### src/rtl/usb_clk_monitor_pkg.sv
// ---------------------------------------------------------------------------
// usb_clk_monitor_pkg
// Shared definitions for the USB interface clock monitor:
//   - monitor FSM state encoding
//   - default gate window and acceptance limits for a 50 MHz system clock
//     supervising a 48 MHz IFCLK that is divided down to a toggle (every 8
//     IFCLK cycles the toggle inverts, so 6 M edges/s reach the monitor)
// ---------------------------------------------------------------------------
package usb_clk_monitor_pkg;

    typedef enum logic [1:0] {
        ST_IDLE    = 2'd0,
        ST_SETTLE  = 2'd1,
        ST_MEASURE = 2'd2
    } mon_state_e;

    localparam int unsigned SYSCLK_HZ     = 32'd50_000_000;
    localparam int unsigned IFCLK_HZ      = 32'd48_000_000;
    // IFCLK cycles between inversions of the toggle
    localparam int unsigned TGL_DIV       = 32'd8;
    // Gate windows per second (1 ms window)
    localparam int unsigned GATES_PER_SEC = 32'd1_000;

    localparam int unsigned DEF_GATE_CYCLES  = SYSCLK_HZ / GATES_PER_SEC;
    // Every inversion of the toggle is one counted edge
    localparam int unsigned DEF_EXP_NOM      = IFCLK_HZ / TGL_DIV / GATES_PER_SEC;
    // +/-1 % acceptance band around nominal
    localparam int unsigned DEF_EXP_TOL      = DEF_EXP_NOM / 32'd100;
    localparam int unsigned DEF_EXP_MIN      = DEF_EXP_NOM - DEF_EXP_TOL;
    localparam int unsigned DEF_EXP_MAX      = DEF_EXP_NOM + DEF_EXP_TOL;
    localparam int unsigned DEF_GOOD_WINDOWS = 32'd3;
    localparam int unsigned DEF_CNT_W        = 32'd16;

endpackage

### src/rtl/usb_clk_monitor_sync.sv
// ---------------------------------------------------------------------------
// tgl_edge_sync
// Brings an asynchronous toggle into the clk domain through two flops and
// uses a third flop to detect a change. Both polarities of the toggle give
// a one-cycle edge_pulse.
// Ports:
//   clk        system clock
//   reset_n    asynchronous active-low reset
//   tgl        asynchronous toggle input
//   edge_pulse one-cycle pulse per toggle inversion (sync2 xor sync3)
// ---------------------------------------------------------------------------
module tgl_edge_sync (
    input  logic clk,
    input  logic reset_n,
    input  logic tgl,
    output logic edge_pulse
);

    logic sync1_r;
    logic sync2_r;
    logic sync3_r;

    // Synchronizer chain plus delay stage for edge detection
    always_ff @(posedge clk or negedge reset_n) begin
        if (!reset_n) begin
            sync1_r <= 1'b0;
            sync2_r <= 1'b0;
            sync3_r <= 1'b0;
        end else begin
            sync1_r <= tgl;
            sync2_r <= sync1_r;
            sync3_r <= sync2_r;
        end
    end

    assign edge_pulse = sync2_r ^ sync3_r;

endmodule

### src/rtl/usb_clk_monitor.sv
// ---------------------------------------------------------------------------
// usb_clk_monitor
// Measures the edge rate of a toggle derived from the USB IFCLK over fixed
// gate windows in the system clock domain. After a settle window, windows
// run back to back; each result is published on freq_count/freq_valid and
// judged against [EXP_MIN, EXP_MAX]. GOOD_WINDOWS consecutive good windows
// raise clk_ok and release usb_rst_n; any bad window drops both at once and
// a drop of clk_ok by a bad window sets the sticky loss_flag.
// Ports:
//   clk        50 MHz system clock
//   reset_n    asynchronous active-low reset
//   enable     run enable (level); low aborts and returns to IDLE
//   ref_tgl    asynchronous toggle from the IFCLK domain
//   clr_loss   pulse, clears loss_flag (a simultaneous set wins)
//   freq_count edge count of the last completed window
//   freq_valid one-cycle pulse when freq_count is updated
//   clk_ok     USB clock judged stable
//   usb_rst_n  active-low reset request to the USB domain
//   loss_flag  sticky: clk_ok fell because of a bad window
// ---------------------------------------------------------------------------
module usb_clk_monitor
    import usb_clk_monitor_pkg::*;
#(
    parameter int unsigned GATE_CYCLES  = DEF_GATE_CYCLES,
    parameter int unsigned EXP_MIN      = DEF_EXP_MIN,
    parameter int unsigned EXP_MAX      = DEF_EXP_MAX,
    parameter int unsigned GOOD_WINDOWS = DEF_GOOD_WINDOWS,
    parameter int unsigned CNT_W        = DEF_CNT_W
) (
    input  logic             clk,
    input  logic             reset_n,
    input  logic             enable,
    input  logic             ref_tgl,
    input  logic             clr_loss,
    output logic [CNT_W-1:0] freq_count,
    output logic             freq_valid,
    output logic             clk_ok,
    output logic             usb_rst_n,
    output logic             loss_flag
);

    localparam int unsigned GATE_W = (GATE_CYCLES > 32'd1) ? $clog2(GATE_CYCLES) : 32'd1;
    localparam int unsigned RUN_W  = $clog2(GOOD_WINDOWS + 32'd1);

    localparam logic [GATE_W-1:0] GATE_LAST = GATE_W'(GATE_CYCLES - 32'd1);
    localparam logic [GATE_W-1:0] GATE_ZERO = GATE_W'(32'd0);
    localparam logic [GATE_W-1:0] GATE_ONE  = GATE_W'(32'd1);
    localparam logic [CNT_W-1:0]  CNT_ZERO  = CNT_W'(32'd0);
    localparam logic [CNT_W-1:0]  CNT_ONE   = CNT_W'(32'd1);
    localparam logic [CNT_W-1:0]  CNT_SAT   = {CNT_W{1'b1}};
    localparam logic [CNT_W-1:0]  CNT_MIN   = CNT_W'(EXP_MIN);
    localparam logic [CNT_W-1:0]  CNT_MAX   = CNT_W'(EXP_MAX);
    localparam logic [RUN_W-1:0]  RUN_ZERO  = RUN_W'(32'd0);
    localparam logic [RUN_W-1:0]  RUN_ONE   = RUN_W'(32'd1);
    localparam logic [RUN_W-1:0]  RUN_MAX   = RUN_W'(GOOD_WINDOWS);

    mon_state_e        state_r;
    mon_state_e        state_nxt_s;
    logic [GATE_W-1:0] gate_r;
    logic [GATE_W-1:0] gate_nxt_s;
    logic [CNT_W-1:0]  edge_cnt_r;
    logic [CNT_W-1:0]  edge_cnt_nxt_s;
    logic [CNT_W-1:0]  freq_count_r;
    logic [CNT_W-1:0]  freq_count_nxt_s;
    logic              freq_valid_r;
    logic              freq_valid_nxt_s;
    logic              clk_ok_r;
    logic              clk_ok_nxt_s;
    logic              usb_rst_n_r;
    logic              usb_rst_n_nxt_s;
    logic              loss_flag_r;
    logic              loss_flag_nxt_s;
    logic [RUN_W-1:0]  good_run_r;
    logic [RUN_W-1:0]  good_run_nxt_s;
    logic [RUN_W-1:0]  run_inc_s;
    logic [CNT_W-1:0]  edge_sum_s;
    logic              edge_s;
    logic              gate_last_s;
    logic              good_s;
    logic              loss_set_s;

    tgl_edge_sync u_ref_sync (
        .clk        (clk),
        .reset_n    (reset_n),
        .tgl        (ref_tgl),
        .edge_pulse (edge_s)
    );

    // Window arithmetic: running count including this cycle's edge, and verdict
    always_comb begin
        gate_last_s = (gate_r == GATE_LAST);
        edge_sum_s  = edge_cnt_r;
        if (edge_s && (edge_cnt_r != CNT_SAT)) begin
            edge_sum_s = edge_cnt_r + CNT_ONE;
        end else begin
            edge_sum_s = edge_cnt_r;
        end
        // A saturated counter means the true count is unknown, so reject it
        good_s = (edge_sum_s != CNT_SAT) && (edge_sum_s >= CNT_MIN) && (edge_sum_s <= CNT_MAX);
        if (good_run_r == RUN_MAX) begin
            run_inc_s = RUN_MAX;
        end else begin
            run_inc_s = good_run_r + RUN_ONE;
        end
    end

    // Next-state logic for the monitor FSM
    always_comb begin
        state_nxt_s = state_r;
        if (!enable) begin
            state_nxt_s = ST_IDLE;
        end else begin
            case (state_r)
                ST_IDLE:    state_nxt_s = ST_SETTLE;
                ST_SETTLE: begin
                    if (gate_last_s) begin
                        state_nxt_s = ST_MEASURE;
                    end else begin
                        state_nxt_s = ST_SETTLE;
                    end
                end
                ST_MEASURE: state_nxt_s = ST_MEASURE;
                default:    state_nxt_s = ST_IDLE;
            endcase
        end
    end

    // Next values for counters, window results and status outputs
    always_comb begin
        gate_nxt_s       = gate_r;
        edge_cnt_nxt_s   = edge_cnt_r;
        freq_count_nxt_s = freq_count_r;
        freq_valid_nxt_s = 1'b0;
        clk_ok_nxt_s     = clk_ok_r;
        usb_rst_n_nxt_s  = usb_rst_n_r;
        good_run_nxt_s   = good_run_r;
        loss_set_s       = 1'b0;
        if (!enable) begin
            // Abort: the running window is dropped without a result
            gate_nxt_s      = GATE_ZERO;
            edge_cnt_nxt_s  = CNT_ZERO;
            clk_ok_nxt_s    = 1'b0;
            usb_rst_n_nxt_s = 1'b0;
            good_run_nxt_s  = RUN_ZERO;
        end else if (state_r == ST_IDLE) begin
            gate_nxt_s     = GATE_ZERO;
            edge_cnt_nxt_s = CNT_ZERO;
        end else if (gate_last_s) begin
            // Last gate cycle: its edge is already in edge_sum_s; the next
            // cycle opens a fresh window with no dead time
            gate_nxt_s     = GATE_ZERO;
            edge_cnt_nxt_s = CNT_ZERO;
            if (state_r == ST_MEASURE) begin
                freq_count_nxt_s = edge_sum_s;
                freq_valid_nxt_s = 1'b1;
                if (good_s) begin
                    good_run_nxt_s  = run_inc_s;
                    clk_ok_nxt_s    = (run_inc_s == RUN_MAX);
                    usb_rst_n_nxt_s = (run_inc_s == RUN_MAX);
                end else begin
                    good_run_nxt_s  = RUN_ZERO;
                    clk_ok_nxt_s    = 1'b0;
                    usb_rst_n_nxt_s = 1'b0;
                    loss_set_s      = clk_ok_r;
                end
            end else begin
                // Settle window result is discarded
                freq_count_nxt_s = freq_count_r;
            end
        end else begin
            gate_nxt_s     = gate_r + GATE_ONE;
            edge_cnt_nxt_s = edge_sum_s;
        end
    end

    // Sticky loss flag: a set in the same cycle as a clear wins
    always_comb begin
        if (loss_set_s) begin
            loss_flag_nxt_s = 1'b1;
        end else if (clr_loss) begin
            loss_flag_nxt_s = 1'b0;
        end else begin
            loss_flag_nxt_s = loss_flag_r;
        end
    end

    // FSM state register
    always_ff @(posedge clk or negedge reset_n) begin
        if (!reset_n) begin
            state_r <= ST_IDLE;
        end else begin
            state_r <= state_nxt_s;
        end
    end

    // Datapath and output registers
    always_ff @(posedge clk or negedge reset_n) begin
        if (!reset_n) begin
            gate_r       <= GATE_ZERO;
            edge_cnt_r   <= CNT_ZERO;
            freq_count_r <= CNT_ZERO;
            freq_valid_r <= 1'b0;
            clk_ok_r     <= 1'b0;
            usb_rst_n_r  <= 1'b0;
            loss_flag_r  <= 1'b0;
            good_run_r   <= RUN_ZERO;
        end else begin
            gate_r       <= gate_nxt_s;
            edge_cnt_r   <= edge_cnt_nxt_s;
            freq_count_r <= freq_count_nxt_s;
            freq_valid_r <= freq_valid_nxt_s;
            clk_ok_r     <= clk_ok_nxt_s;
            usb_rst_n_r  <= usb_rst_n_nxt_s;
            loss_flag_r  <= loss_flag_nxt_s;
            good_run_r   <= good_run_nxt_s;
        end
    end

    assign freq_count = freq_count_r;
    assign freq_valid = freq_valid_r;
    assign clk_ok     = clk_ok_r;
    assign usb_rst_n  = usb_rst_n_r;
    assign loss_flag  = loss_flag_r;

endmodule

### config.mk
export PLATFORM = sky130hd
export DESIGN_NAME = usb_clk_monitor
export DESIGN_NICKNAME = d
export VERILOG_FILES = /design/src/rtl/usb_clk_monitor_pkg.sv /design/src/rtl/usb_clk_monitor_sync.sv /design/src/rtl/usb_clk_monitor.sv
export SDC_FILE = /design/constraint.sdc
export NUM_CORES = 1
export LEC_CHECK = 0
export CAP_MARGIN = 30
export CORE_UTILIZATION = 55
export CTS_CLUSTER_DIAMETER = 200
export DETAILED_ROUTE_END_ITERATION = 10
export PLACE_DENSITY = 0.82
export SYNTH_ARGS = -nofsm -noshare
export SYNTH_HDL_FRONTEND = slang
export SYNTH_SLANG_ARGS = --single-unit
### constraint.sdc
create_clock -name clk -period 7.4 [get_ports clk]
set_input_delay 1.85 -clock clk [delete_from_list [all_inputs] [get_ports clk]]
set_output_delay 1.85 -clock clk [all_outputs]
set_load 0.05 [all_outputs]
==> results by group <==
Status
  • Result of the run: finished clean

Floorplanning
  • DIE WIDTH: approximately 76 um
  • Total I/O pin count: 25
  • Die Footprint: around 5700 um^2
  • Effective utilization at floorplan: 0.5781
  • Vert. Die Dim: 75.51 um
  • Site row count: 26
  • Core Region: ~5100 um^2

Timing
  • Fin crit period: 3.550 ns
  • Fin Setup TNS: 0 ns
  • Unrepaired setup endpoints after global routing: no
  • Setup violators final: 0
  • Measured slew at the worst slew-check pin: 1.013 ns
  • Final-report max-slew violation count: 0
  • Number of hold violations in the final report: 0
  • Final hold slack: around 0.38 ns
  • Highest clock rate: approximately 280 MHz
  • Worst relative slew slack: 0.3201
  • Period utilisation layout: 0.4797
  • Final Skew: 0.007478 ns

Critical path
  • List of cells traversed by the critical path: clkdlybuf4s50_1, inv_1, nor3_2, buf_4, o21ai_0, or4b_4, a22oi_2
  • Capturing instance or port of the critical path: good_run_r[1]$_DFFE_PN0P_
  • Nature of the critical path startpoint: input port
  • Reg2Reg Capture Point: good_run_r[1]$_DFFE_PN0P_
  • Kind of end point of the critical path: flip-flop
  • Register-to-register path setup slack: between 4 and 5 ns
  • Data arrival time of the critical path: ~3.8 ns
  • Worst setup path startpoint: enable
  • Required @ worst endpoint: around 7.7 ns
  • Total number of cells along the worst setup path: 7
  • Maximum net fanout on the critical path: 27
  • Number of cells traversed by the worst register-to-register path: 8
  • Family with the most delay on the worst path: buffers and inverters
  • Type of the setup path with the least slack: input port to flip-flop
  • Delay of the slowest cell on the worst path: 0.52 ns
  • Crit path max-delay cell type: sky130_fd_sc_hd__or4b_4
  • Number of buffer and inverter stages on the critical path: 3
  • Start of the worst register-to-register path: edge_cnt_r[0]$_DFF_PN0_

GRT
  • Maximum number of pins on one net before global-route repair: between 50 and 60
  • Combined global-route utilization of all metal layers: 0.2316
  • Number of antenna violations at the first check in global routing: 0
  • Wire length of the first global-routing pass: 9729 um
  • Gr ovfl total: 0
  • Number of global-route vias before repair: about 2100

Route
  • Number of DRC markers after the initial detailed-route iteration: around 230
  • DRC errors left: 0
  • Met2 WL post-DR: around 2700 um
  • Total iterations of the first detailed-routing run: 5
  • Routed wire length per instance: 14.24 um
  • Final ANT Viol Nets: 0
  • Total met3 wirelength after detailed routing: roughly 260 um
  • DR top layer: met4
  • Routed metal-1 wirelength: between 2000 and 3000 um
  • DRT Wirelength: 5811 um
  • Vias: 2322
  • Number of vias per cell: about 5.7

Finish
  • Post-layout utilization of the core: 0.6650
  • Fraction of layout instances using a drive strength above 1: 0.1006
  • Area taken by multi-input logic gates: 1428 um^2
  • Count of nets after finishing: 340
  • Reg area: between 1000 and 1500 um^2
  • Area of all placed cells without fillers: around 3400 um^2
  • Antenna diode instance count: 0
  • Filler instances: approximately 430
  • Layout Area Growth over Synthesis: 15.03%

Synth
  • Synthesized netlist net count: approximately 320
  • Area fraction of the dominant cell type after synthesis: 0.4884
  • Top flip-flop cell by instance count after synthesis: sky130_fd_sc_hd__dfrtp_1
  • Post-synth top area cell: sky130_fd_sc_hd__dfrtp_1
  • Cell types with the largest area share after synthesis: sky130_fd_sc_hd__dfrtp_1 49%, sky130_fd_sc_hd__nor2_1 6.3%, sky130_fd_sc_hd__xnor2_1 3.8%, sky130_fd_sc_hd__xor2_1 3.5%, sky130_fd_sc_hd__nand2_1 3.2%
  • Share of synthesized area occupied by flip-flops and latches: 0.4884
  • Summed instance area of the synthesized netlist: roughly 3000 um^2
  • Number of library cell types mapped by synthesis: 56
  • Flip-flop and latch count after synthesis: 58
  • Count of mapped cells out of synthesis: between 300 and 400
  • Number of synthesized flops with an enable pin: 0
  • Count of warnings emitted by yosys: 0
  • Syn Area/Cell: just under 10 um^2
  • Leading cell types by count after synthesis: 58 x sky130_fd_sc_hd__dfrtp_1, 50 x sky130_fd_sc_hd__nor2_1, 25 x sky130_fd_sc_hd__nand2_1
  • Library cell with the highest instance count after synthesis: sky130_fd_sc_hd__dfrtp_1
  • Post-synth ARST share: 1.000

Hold path
  • Class of the tightest hold or removal check: flip-flop to flip-flop
  • Startpoint of the most critical hold path: u_ref_sync.sync1_r$_DFF_PN0_

CTS
  • Clock Latency Late Sink: between 0.3 and 0.4 ns
  • TritonCTS buffer count: 9
  • Hold-fix buffers, CTS: 0
  • Num Clock Sinks: 58
  • Htree depth: 3
  • CTS-repair resized insts: 0
  • Count of buffers added by post-CTS timing repair for setup: 0
  • Clock root cell: sky130_fd_sc_hd__clkbuf_8
  • Maximum buffer depth of the clock tree: 2
  • TritonCTS clock tree: yes
  • Clock transition at the registers of the reported paths: roughly 0.06 ns

Run
  • Number of max-cap violations: 0

Placement
  • Placed wire-length estimate: a little under 4000 um
  • Port-buffer cells: 24
  • Global placement routability congestion: roughly 0.87
  • Cell area after placement: 3254 um^2

Pwr
  • Leakage dissipation: between 0.001 and 0.0015 uW
  • Areal power density over the cells: between 150 and 200 nW/um^2
  • PnR Total Power: ~620 uW
  • Max rail drop VDD: between 0.1 and 0.15 mV
==> cell usage in the layout, fill, tap and decap left out, types with 10 or more instances in the layout <==
| master | Yosys | final |
|---|---|---|
| sky130_fd_sc_hd__xnor2_1 | 13 | 13 |
| sky130_fd_sc_hd__clkdlybuf4s50_1 | 0 | 23 |
| sky130_fd_sc_hd__and3_1 | 11 | 11 |
| sky130_fd_sc_hd__xor2_1 | 12 | 12 |
| sky130_fd_sc_hd__o21ai_0 | 12 | 12 |
| sky130_fd_sc_hd__nor2_1 | 50 | 50 |
| sky130_fd_sc_hd__nand2_1 | 25 | 25 |
| sky130_fd_sc_hd__dfrtp_1 | 58 | 58 |
| sky130_fd_sc_hd__a21oi_1 | 15 | 15 |
| sky130_fd_sc_hd__clkbuf_8 | 0 | 10 |
| sky130_fd_sc_hd__nand3_1 | 11 | 11 |
==> worst register-to-register path: stages (launching register included) <==
cell                      delay, ns
sky130_fd_sc_hd__dfrtp_1       0.50
sky130_fd_sc_hd__ha_1          0.32
sky130_fd_sc_hd__nand3_2       0.24
sky130_fd_sc_hd__or4_1         0.74
sky130_fd_sc_hd__and3_1        0.30
sky130_fd_sc_hd__or4_1         0.52
sky130_fd_sc_hd__o22ai_2       0.19
sky130_fd_sc_hd__or4b_4        0.19
sky130_fd_sc_hd__a22oi_2       0.07
==> metal layers <==
layer,up-vias,track usage
li1,1150,-
met1,1085,0.3118
met2,72,0.3423
met3,15,0.04894
met4,0,0.1461
met5,-,0
==> kinds of logic after synthesis <==
logic type | Yosys count | synth area share
AND/OR/NAND/NOR | 149 | 0.2758
flip-flops | 58 | 0.4884
AO/OA/AOI/OAI | 49 | 0.1091
XOR/XNOR | 25 | 0.07368
buffers and inverters | 21 | 0.03115
multiplexers | 4 | 0.01347
adder cells (fa/ha/maj) | 2 | 0.008420
==> per-stage QoR <==
stage                     std cells  setup WS, ns
final                           408         3.850
after global routing            408         3.747
after CTS                       408         3.862
after detailed placement        392         3.523
after global placement          392         3.599
after floorplan                 308         4.216
==> where the power goes <==
group          internal [uW]  leakage (uW)  switching (uW)  total [uW]
clock network            129     0.0000872             115         244
logic                   14.2      0.000570            33.8        47.9
registers                324      0.000765            4.66         328
total                    467       0.00142             154         620
==> sequential cells by signal (all words and copies together) (netlist names) <==
register / count
u_ref_sync.sync3_r: 1
u_ref_sync.sync2_r: 1
state_r: 2
good_run_r: 2
loss_flag: 1
u_ref_sync.sync1_r: 1
freq_valid: 1
edge_cnt_r: 16
usb_rst_n: 1
gate_r: 16
freq_count: 16
==> final cells by class <==
class / count / area share
Timing Repair Buffer: 27 / 0.07540
Inverter: 8 / 0.008785
Tap cell: 70 / 0.02562
Multi-Input combinational cell: 229 / 0.4176
Clock buffer: 13 / 0.04356
Sequential cell: 58 / 0.4246
Clock inverter: 3 / 0.004392
==> worst min-delay path by stage <==
stage	end	slack, ns	cells past startpoint
3_3_place_gp	u_ref_sync.sync2_r$_DFF_PN0_	0.33	0
6_report	u_ref_sync.sync2_r$_DFF_PN0_	0.38	0
5_1_grt	u_ref_sync.sync2_r$_DFF_PN0_	0.39	0
3_5_place_dp	u_ref_sync.sync2_r$_DFF_PN0_	0.37	0
2_1_floorplan	u_ref_sync.sync2_r$_DFF_PN0_	0.33	0
4_1_cts	u_ref_sync.sync2_r$_DFF_PN0_	0.39	0
(Power assumes the default switching activity.)
